===== src/rtl/controle_rega_zonas_if.sv =====
// Bundle of the irrigation controller's request/command inputs and valve/status outputs.
//   asp, got      : raw per-zone sprinkler / drip requests
//   mef1          : global FSM state (2'b11 = irrigation allowed)
//   VE            : filling valve open
//   limpeza       : cleaning mode, inhibits irrigation
//   erro_clr      : single-cycle clear of the latched error
//   valvula_asp   : registered sprinkler valve per zone
//   valvula_got   : registered drip valve per zone
//   zona_ativa    : index of the granted zone
//   ocupado       : a zone is granted
//   erro/erro_cod : latched error flag and cause
// master drives the requests, slave (the controller) drives the valves/status.
interface controle_rega_zonas_if #(
    parameter int N_ZONAS = 4
);
    localparam int ZW = (N_ZONAS > 1) ? $clog2(N_ZONAS) : 1;

    logic [N_ZONAS-1:0] asp;
    logic [N_ZONAS-1:0] got;
    logic [1:0]         mef1;
    logic               VE;
    logic               limpeza;
    logic               erro_clr;
    logic [N_ZONAS-1:0] valvula_asp;
    logic [N_ZONAS-1:0] valvula_got;
    logic [ZW-1:0]      zona_ativa;
    logic               ocupado;
    logic               erro;
    logic [1:0]         erro_cod;

    modport master (
        output asp, got, mef1, VE, limpeza, erro_clr,
        input  valvula_asp, valvula_got, zona_ativa, ocupado, erro, erro_cod
    );

    modport slave (
        input  asp, got, mef1, VE, limpeza, erro_clr,
        output valvula_asp, valvula_got, zona_ativa, ocupado, erro, erro_cod
    );
endinterface


===== src/rtl/controle_rega_zonas.sv =====
// Multi-zone irrigation controller.
// Debounces per-zone sprinkler (asp) and drip (got) requests, validates them
// against mef1 / VE / limpeza, and grants water to one zone at a time with
// round-robin fairness, a minimum hold of T_MIN and a yield point at T_MAX.
// Errors are latched (first cause wins) until erro_clr with no live condition.
//   clk   : system clock, rising edge
//   rst_n : asynchronous active-low reset
//   bus   : controle_rega_zonas_if.slave (requests in, valves/status out)

// One debounce lane: dout follows din after DEB_CICLOS consecutive differing samples.
module controle_rega_zonas_deb #(
    parameter int DEB_CICLOS = 4
) (
    input  logic clk,
    input  logic rst_n,
    input  logic din,
    output logic dout
);
    localparam int CW = $clog2(DEB_CICLOS + 1);

    logic [CW-1:0] cnt;

    always_ff @(posedge clk or negedge rst_n) begin
        if (!rst_n) begin
            cnt  <= '0;
            dout <= 1'b0;
        end else if (din == dout) begin
            cnt <= '0;
        end else if (cnt == CW'(DEB_CICLOS - 1)) begin
            dout <= din;
            cnt  <= '0;
        end else begin
            cnt <= cnt + 1'b1;
        end
    end
endmodule

module controle_rega_zonas #(
    parameter int N_ZONAS    = 4,
    parameter int DEB_CICLOS = 4,
    parameter int T_MIN      = 16,
    parameter int T_MAX      = 64
) (
    input logic                   clk,
    input logic                   rst_n,
    controle_rega_zonas_if.slave  bus
);
    localparam int ZW = (N_ZONAS > 1) ? $clog2(N_ZONAS) : 1;
    localparam int HW = $clog2(T_MAX + 1);

    typedef enum logic [1:0] {OCIOSO, SELECIONA, REGANDO, ERRO} estado_t;

    estado_t            state, state_nxt;
    logic [ZW-1:0]      zona, zona_nxt;
    logic [ZW-1:0]      ptr, ptr_nxt;
    logic               modo, modo_nxt;        // 1 = sprinkler, 0 = drip
    logic [HW-1:0]      hold, hold_nxt;
    logic [1:0]         cod, cod_nxt;
    logic [N_ZONAS-1:0] v_asp, v_got, v_asp_nxt, v_got_nxt;

    logic [N_ZONAS-1:0] asp_raw, got_raw, asp_f, got_f, pend, oh_zona;
    logic               err_sensor, err_state, err_fill, err_any;
    logic [1:0]         err_cod_now;
    logic               hit, other_pend, modo_bit;
    logic [ZW-1:0]      idx, cand;

    assign asp_raw = bus.asp;
    assign got_raw = bus.got;

    controle_rega_zonas_deb #(.DEB_CICLOS(DEB_CICLOS)) u_deb_asp [N_ZONAS-1:0] (
        .clk(clk), .rst_n(rst_n), .din(asp_raw), .dout(asp_f)
    );
    controle_rega_zonas_deb #(.DEB_CICLOS(DEB_CICLOS)) u_deb_got [N_ZONAS-1:0] (
        .clk(clk), .rst_n(rst_n), .din(got_raw), .dout(got_f)
    );

    // A zone is a valid candidate only when exactly one mode is requested.
    assign pend = asp_f ^ got_f;

    // Error conditions; cleaning mode suppresses all of them.
    assign err_sensor = |(asp_f & got_f);
    assign err_state  = (|(asp_f | got_f)) && (bus.mef1 != 2'b11);
    assign err_fill   = bus.VE && (|(asp_f | got_f));
    assign err_any    = !bus.limpeza && (err_sensor || err_state || err_fill);
    assign err_cod_now = err_fill   ? 2'b11 :
                         err_sensor ? 2'b10 :
                         err_state  ? 2'b01 : 2'b00;

    assign oh_zona    = N_ZONAS'(1) << zona;
    assign other_pend = |(pend & ~oh_zona);
    assign modo_bit   = modo ? asp_f[zona] : got_f[zona];

    // Round-robin scan starting just after the last granted zone.
    always_comb begin
        hit  = 1'b0;
        idx  = ptr;
        cand = '0;
        for (int i = 1; i <= N_ZONAS; i++) begin
            cand = ZW'((int'(ptr) + i) % N_ZONAS);
            if (!hit && pend[cand]) begin
                hit = 1'b1;
                idx = cand;
            end
        end
    end

    always_comb begin
        state_nxt = state;
        zona_nxt  = zona;
        ptr_nxt   = ptr;
        modo_nxt  = modo;
        hold_nxt  = hold;
        cod_nxt   = cod;
        v_asp_nxt = '0;
        v_got_nxt = '0;

        case (state)
            OCIOSO: begin
                if (bus.mef1 == 2'b11 && |pend) state_nxt = SELECIONA;
            end
            SELECIONA: begin
                if (hit) begin
                    zona_nxt  = idx;
                    ptr_nxt   = idx;
                    modo_nxt  = asp_f[idx];
                    hold_nxt  = '0;
                    state_nxt = REGANDO;
                end else begin
                    state_nxt = OCIOSO;
                end
            end
            REGANDO: begin
                if (hold != HW'(T_MAX)) hold_nxt = hold + 1'b1;
                // A dropped request is still watered until the minimum hold expires.
                if ((hold >= HW'(T_MIN - 1) && !modo_bit) ||
                    (hold >= HW'(T_MAX - 1) && other_pend))
                    state_nxt = SELECIONA;
            end
            ERRO: begin
                if (bus.erro_clr && !err_any) begin
                    state_nxt = OCIOSO;
                    cod_nxt   = 2'b00;
                end
            end
            default: state_nxt = OCIOSO;
        endcase

        // Cleaning overrides everything except an already latched error;
        // otherwise the first error seen wins and is not overwritten.
        if (bus.limpeza) begin
            if (state != ERRO) state_nxt = OCIOSO;
        end else if (err_any && state != ERRO) begin
            state_nxt = ERRO;
            cod_nxt   = err_cod_now;
        end

        if (state_nxt == REGANDO) begin
            if (modo_nxt) v_asp_nxt = N_ZONAS'(1) << zona_nxt;
            else          v_got_nxt = N_ZONAS'(1) << zona_nxt;
        end
    end

    always_ff @(posedge clk or negedge rst_n) begin
        if (!rst_n) begin
            state <= OCIOSO;
            zona  <= '0;
            ptr   <= ZW'(N_ZONAS - 1);
            modo  <= 1'b0;
            hold  <= '0;
            cod   <= 2'b00;
            v_asp <= '0;
            v_got <= '0;
        end else begin
            state <= state_nxt;
            zona  <= zona_nxt;
            ptr   <= ptr_nxt;
            modo  <= modo_nxt;
            hold  <= hold_nxt;
            cod   <= cod_nxt;
            v_asp <= v_asp_nxt;
            v_got <= v_got_nxt;
        end
    end

    assign bus.valvula_asp = v_asp;
    assign bus.valvula_got = v_got;
    assign bus.zona_ativa  = zona;
    assign bus.ocupado     = (state == REGANDO);
    assign bus.erro        = (state == ERRO);
    assign bus.erro_cod    = cod;
endmodule


===== src/flat_wrapper.sv =====
// flat-port wrapper written by rule: the top's interface ports become plain ports
module controle_rega_zonas_flat 
#(
    parameter int N_ZONAS    = 4,
    parameter int DEB_CICLOS = 4,
    parameter int T_MIN      = 16,
    parameter int T_MAX      = 64
)
  (clk, rst_n, bus_asp, bus_got, bus_mef1, bus_VE, bus_limpeza, bus_erro_clr, bus_valvula_asp, bus_valvula_got, bus_zona_ativa, bus_ocupado, bus_erro, bus_erro_cod);
  controle_rega_zonas_if #(.N_ZONAS(N_ZONAS)) bus_i ();
  input logic clk;
  input logic rst_n;
  input wire logic [$bits(bus_i.asp)-1:0] bus_asp;
  input wire logic [$bits(bus_i.got)-1:0] bus_got;
  input wire logic [$bits(bus_i.mef1)-1:0] bus_mef1;
  input wire logic [$bits(bus_i.VE)-1:0] bus_VE;
  input wire logic [$bits(bus_i.limpeza)-1:0] bus_limpeza;
  input wire logic [$bits(bus_i.erro_clr)-1:0] bus_erro_clr;
  output wire logic [$bits(bus_i.valvula_asp)-1:0] bus_valvula_asp;
  output wire logic [$bits(bus_i.valvula_got)-1:0] bus_valvula_got;
  output wire logic [$bits(bus_i.zona_ativa)-1:0] bus_zona_ativa;
  output wire logic [$bits(bus_i.ocupado)-1:0] bus_ocupado;
  output wire logic [$bits(bus_i.erro)-1:0] bus_erro;
  output wire logic [$bits(bus_i.erro_cod)-1:0] bus_erro_cod;
  assign bus_i.asp = bus_asp;
  assign bus_i.got = bus_got;
  assign bus_i.mef1 = bus_mef1;
  assign bus_i.VE = bus_VE;
  assign bus_i.limpeza = bus_limpeza;
  assign bus_i.erro_clr = bus_erro_clr;
  assign bus_valvula_asp = bus_i.valvula_asp;
  assign bus_valvula_got = bus_i.valvula_got;
  assign bus_zona_ativa = bus_i.zona_ativa;
  assign bus_ocupado = bus_i.ocupado;
  assign bus_erro = bus_i.erro;
  assign bus_erro_cod = bus_i.erro_cod;
  controle_rega_zonas #(.N_ZONAS(N_ZONAS), .DEB_CICLOS(DEB_CICLOS), .T_MIN(T_MIN), .T_MAX(T_MAX)) u_core (.clk(clk), .rst_n(rst_n), .bus(bus_i));
endmodule

===== config.mk =====
export PLATFORM = sky130hd
export DESIGN_NAME = controle_rega_zonas_flat
export DESIGN_NICKNAME = d
export VERILOG_FILES = /design/src/rtl/controle_rega_zonas_if.sv /design/src/rtl/controle_rega_zonas.sv /design/src/flat_wrapper.sv
export SDC_FILE = /design/constraint.sdc
export NUM_CORES = 1
export LEC_CHECK = 0
export CAP_MARGIN = 20
export CORE_MARGIN = 3
export CORE_UTILIZATION = 48
export CTS_CLUSTER_DIAMETER = 40
export CTS_CLUSTER_SIZE = 20
export DETAILED_ROUTE_END_ITERATION = 8
export PLACE_DENSITY = 0.72
export SYNTH_ARGS = -nofsm -noshare
export SYNTH_HDL_FRONTEND = slang
export SYNTH_HIERARCHICAL = 1
export SYNTH_SLANG_ARGS = --single-unit

===== constraint.sdc =====
create_clock -name clk -period 5.03 [get_ports clk]
set_clock_uncertainty 0.15 [all_clocks]
set_input_delay 1.2575 -clock clk [delete_from_list [all_inputs] [get_ports clk]]
set_output_delay 1.2575 -clock clk [all_outputs]
set_load 0.01 [all_outputs]

==> impl_results.md <==
* Status: completed
* DIE HEIGHT at 85.75 um
* Hold path depth at 1
* Setup TNS at 0 ps
* Netlist Area Pre-Place at 3053 um^2
* Site row count at 28
* Worst-path clk slew at 100 ps
* Die area at 7353 um^2
* Hold Crit Class: reg2reg
* Internal Pwr Total at 1.220 mW
* Critical Path RT at 3620 ps
* Boundary Pins at 29
* Syn_nets at 322
* Most frequent cells in the layout: dfrtp_1, clkdlybuf4s50_1, nand2_1
* RSZ-0062 raised after global routing: no
* Hold Path End: u_core/u_deb_asp[3]/cnt[0]
* First drt pass iteration count at 4
* Longest Clk Path Bufs at 2
* Setup Fix Bufs, Post-CTS at 0
* Period utilization at 66.06%
* Critical R2R Capture: u_core/bus.valvula_got[1]
* EDFF count, synth at 0
* Storage element area at 1404 um^2
* TritonCTS Buffers at 5
* Resized cells post-CTS at 0
* Crit-path max cell delay at 610 ps
* Combinational Power Share at 50.2%
* Post-synthesis cell type count at 50
* Port Buffers at 28
* Diodes inserted at 0
* Post-Route WL at 5533 um
* Syn_area_per_cell at 10.71 um^2
* GRT Overall Usage at 16.41%
* Core ar. at 6026 um^2
* Static Leak at 1.557 nW
* Worst endpoint data arrival time at 1920 ps
* Hold Startpoint: u_core/u_deb_asp[3]/cnt[0]
* Skew-Pair Late Insertion Delay at 320 ps
* Reg2Reg Setup Slack at 2320 ps
* Final setup vio count at 0
* Most common cell after layout, fill and taps aside: dfrtp_1
* Sequential share of the synthesized area at 45.98%
* Slew Limit Fails at 0
* Initial Utilization at 50.66%
* Maximum vdd drop at 0.0002789 V
* Crit-path slowest cell: clkdlybuf4s50_1
* Worst slack at placement at 1779 ps
* Antenna Violating Nets Remaining at 0
* Clk pwr share at 14.4%
* Hold Fails Final Rpt at 0
* Area overhead of the layout relative to synthesis at 15.61%
* Min Hold Slack at 292.7 ps
* Slew Limit Headroom at 53.91%
* Layout Nets at 356
* CP Cell Sequence: inv_1, ha_1, clkdlybuf4s50_1
* Worst Path Buf+Inv at 2
* Final Wtd Congestion at 0.8933
* Initial DRC count at 80
* Pwr/cell area at 593.4 nW/um^2
* R2R depth at 9
* Crit start category: register
* Yosys reg bits at 56
* Hold bufs inserted after CTS at 0
* Root Buffer: clkbuf_8
* Peak Freq at 0.3009 GHz
* CP top delay family: buffers and inverters
* Final HPWL DP at 4038 um
* Max-cap viol count at 0
* Initial antenna violation count at 0
* Worst-margin pin slew at 691.3 ps
* TritonCTS clock tree: yes
* WS Path Type: reg2out
* Cells after Synth at 285
* CTS HTree Levels at 2
* YS warnings at 6
* Layout cells sized above 1 at 13.13%
* Fillers at 521
* Die extent in x at 85.75 um
* Largest net degree at the start of global routing at 57
* Post-synth ARST share at 100.0%
* Switching share of power at 41.74%
* Worst setup margin at 1707 ps
* Vias per inst at 5.387
* Flop pwr share at 35.4%
* Most used DFF post-synth: dfrtp_1
* Vias in the first global route at 2171
* Area taken by multi-input logic gates at 1555 um^2
* Worst r2r src: u_core/u_deb_asp[3]/dout
* Fin crit period at 3323 ps
* Total number of vias at 2128
* Global-route wire length before repair at 9722 um
* Worst Path Max Fanout at 12
* DR WL/cell at 14.01 um
* NetSw at 0.8742 mW
* Clk sinks at 56
* GRT overflow at 0
* Crit. End Element: primary output
* Residual DRC at 0
-- metal layers --
layer	track usage [%]	vias to the layer above	wire length (um)
met3	4.227	7	237
met5	0	-	0
li1	-	1077	-
met2	24.72	38	2355
met1	23.15	1006	2874
met4	5.324	0	64
-- layout make-up --
| cell class | count | area share (%) |
|---|---|---|
| multi-input cells | 206 | 44.06 |
| flip-flops and latches | 56 | 39.77 |
| repair buffers | 29 | 8.011 |
| well taps | 75 | 2.659 |
| inverters | 21 | 2.233 |
| clock buffers | 5 | 1.950 |
| clock inverters | 3 | 1.312 |
-- synthesized netlist by cell type (all sizes together), types with 2 or more instances --
library cell,instances,share of area (%)
inv,21,2.6
dfstp,2,1.7
dfrtp,54,44
a21oi,13,2.3
nand2,26,3.2
nand3,3,0.49
mux2i,6,2.0
mux2,10,3.7
nor2,15,1.8
o21bai,2,0.49
ha,22,9.0
nor2b,10,4.0
nand2b,6,1.2
or2,2,0.41
xnor2,8,2.3
or4,2,0.61
a211oi,2,0.66
and2,4,0.82
nor4,6,1.4
o21ai,12,2.0
nor3b,17,4.2
a31oi,2,0.41
o31ai,7,2.0
nor3,15,2.5
-- metrics by stage --
stage	util (%)	total power, mW	std cells	cell area (um^2)
6_report	58.58	2.095	395	3530
5_1_grt	58.58	2.283	395	3530
4_1_cts	58.58	2.109	395	3530
3_5_place_dp	56.67	1.797	387	3415
3_3_place_gp	56.67	1.773	387	3415
2_1_floorplan	-	1.514	285	3053
-- power groups by stage --
stage                     registers, mW  clock network (mW)  logic (mW)
after CTS                         0.742               0.313        1.06
after detailed placement          0.749                   0        1.05
after floorplan                   0.714                   0       0.800
after global placement            0.747                   0        1.03
after global routing              0.764               0.331        1.19
final                             0.741               0.302        1.05
-- state kept, by name, summed over array words and instances, names as in the netlist --
| signal | flops |
|---|---|
| u_core/u_deb_asp/cnt | 12 |
| u_core/bus.zona_ativa | 2 |
| u_core/u_deb_asp/dout | 4 |
| u_core/u_deb_got/dout | 4 |
| u_core/modo | 1 |
| u_core/bus.valvula_asp | 4 |
| u_core/u_deb_got/cnt | 12 |
| u_core/bus.erro_cod | 2 |
| u_core/ptr | 2 |
| u_core/hold | 7 |
| u_core/state | 2 |
| u_core/bus.valvula_got | 4 |
-- worst max-delay path by stage --
stage	startpoint	cells after the start	endpoint	slack (ps)
floorplan	bus_VE	6	u_core/bus.valvula_asp[1]	2390
global placement	bus_VE	7	u_core/bus.valvula_asp[3]	1840
detailed placement	bus_VE	7	u_core/bus.valvula_got[3]	1780
CTS	u_core/state[0]	3	bus_ocupado	1690
global route	u_core/state[0]	3	bus_ocupado	1590
finish	u_core/state[0]	3	bus_ocupado	1710
-- kinds of logic (layout without fill, tap and decap cells) --
group / Yosys count / in the layout / share of synthesized area [%]
compound gates: 48 / 48 / 10.78
xor+xnor: 8 / 8 / 2.295
fa+ha+maj: 22 / 22 / 9.016
buf+inv: 23 / 58 / 3.073
flops: 56 / 56 / 45.98
mux: 17 / 17 / 6.394
simple gates: 111 / 111 / 22.46
Note: power is estimated with default switching activity, not from simulation.
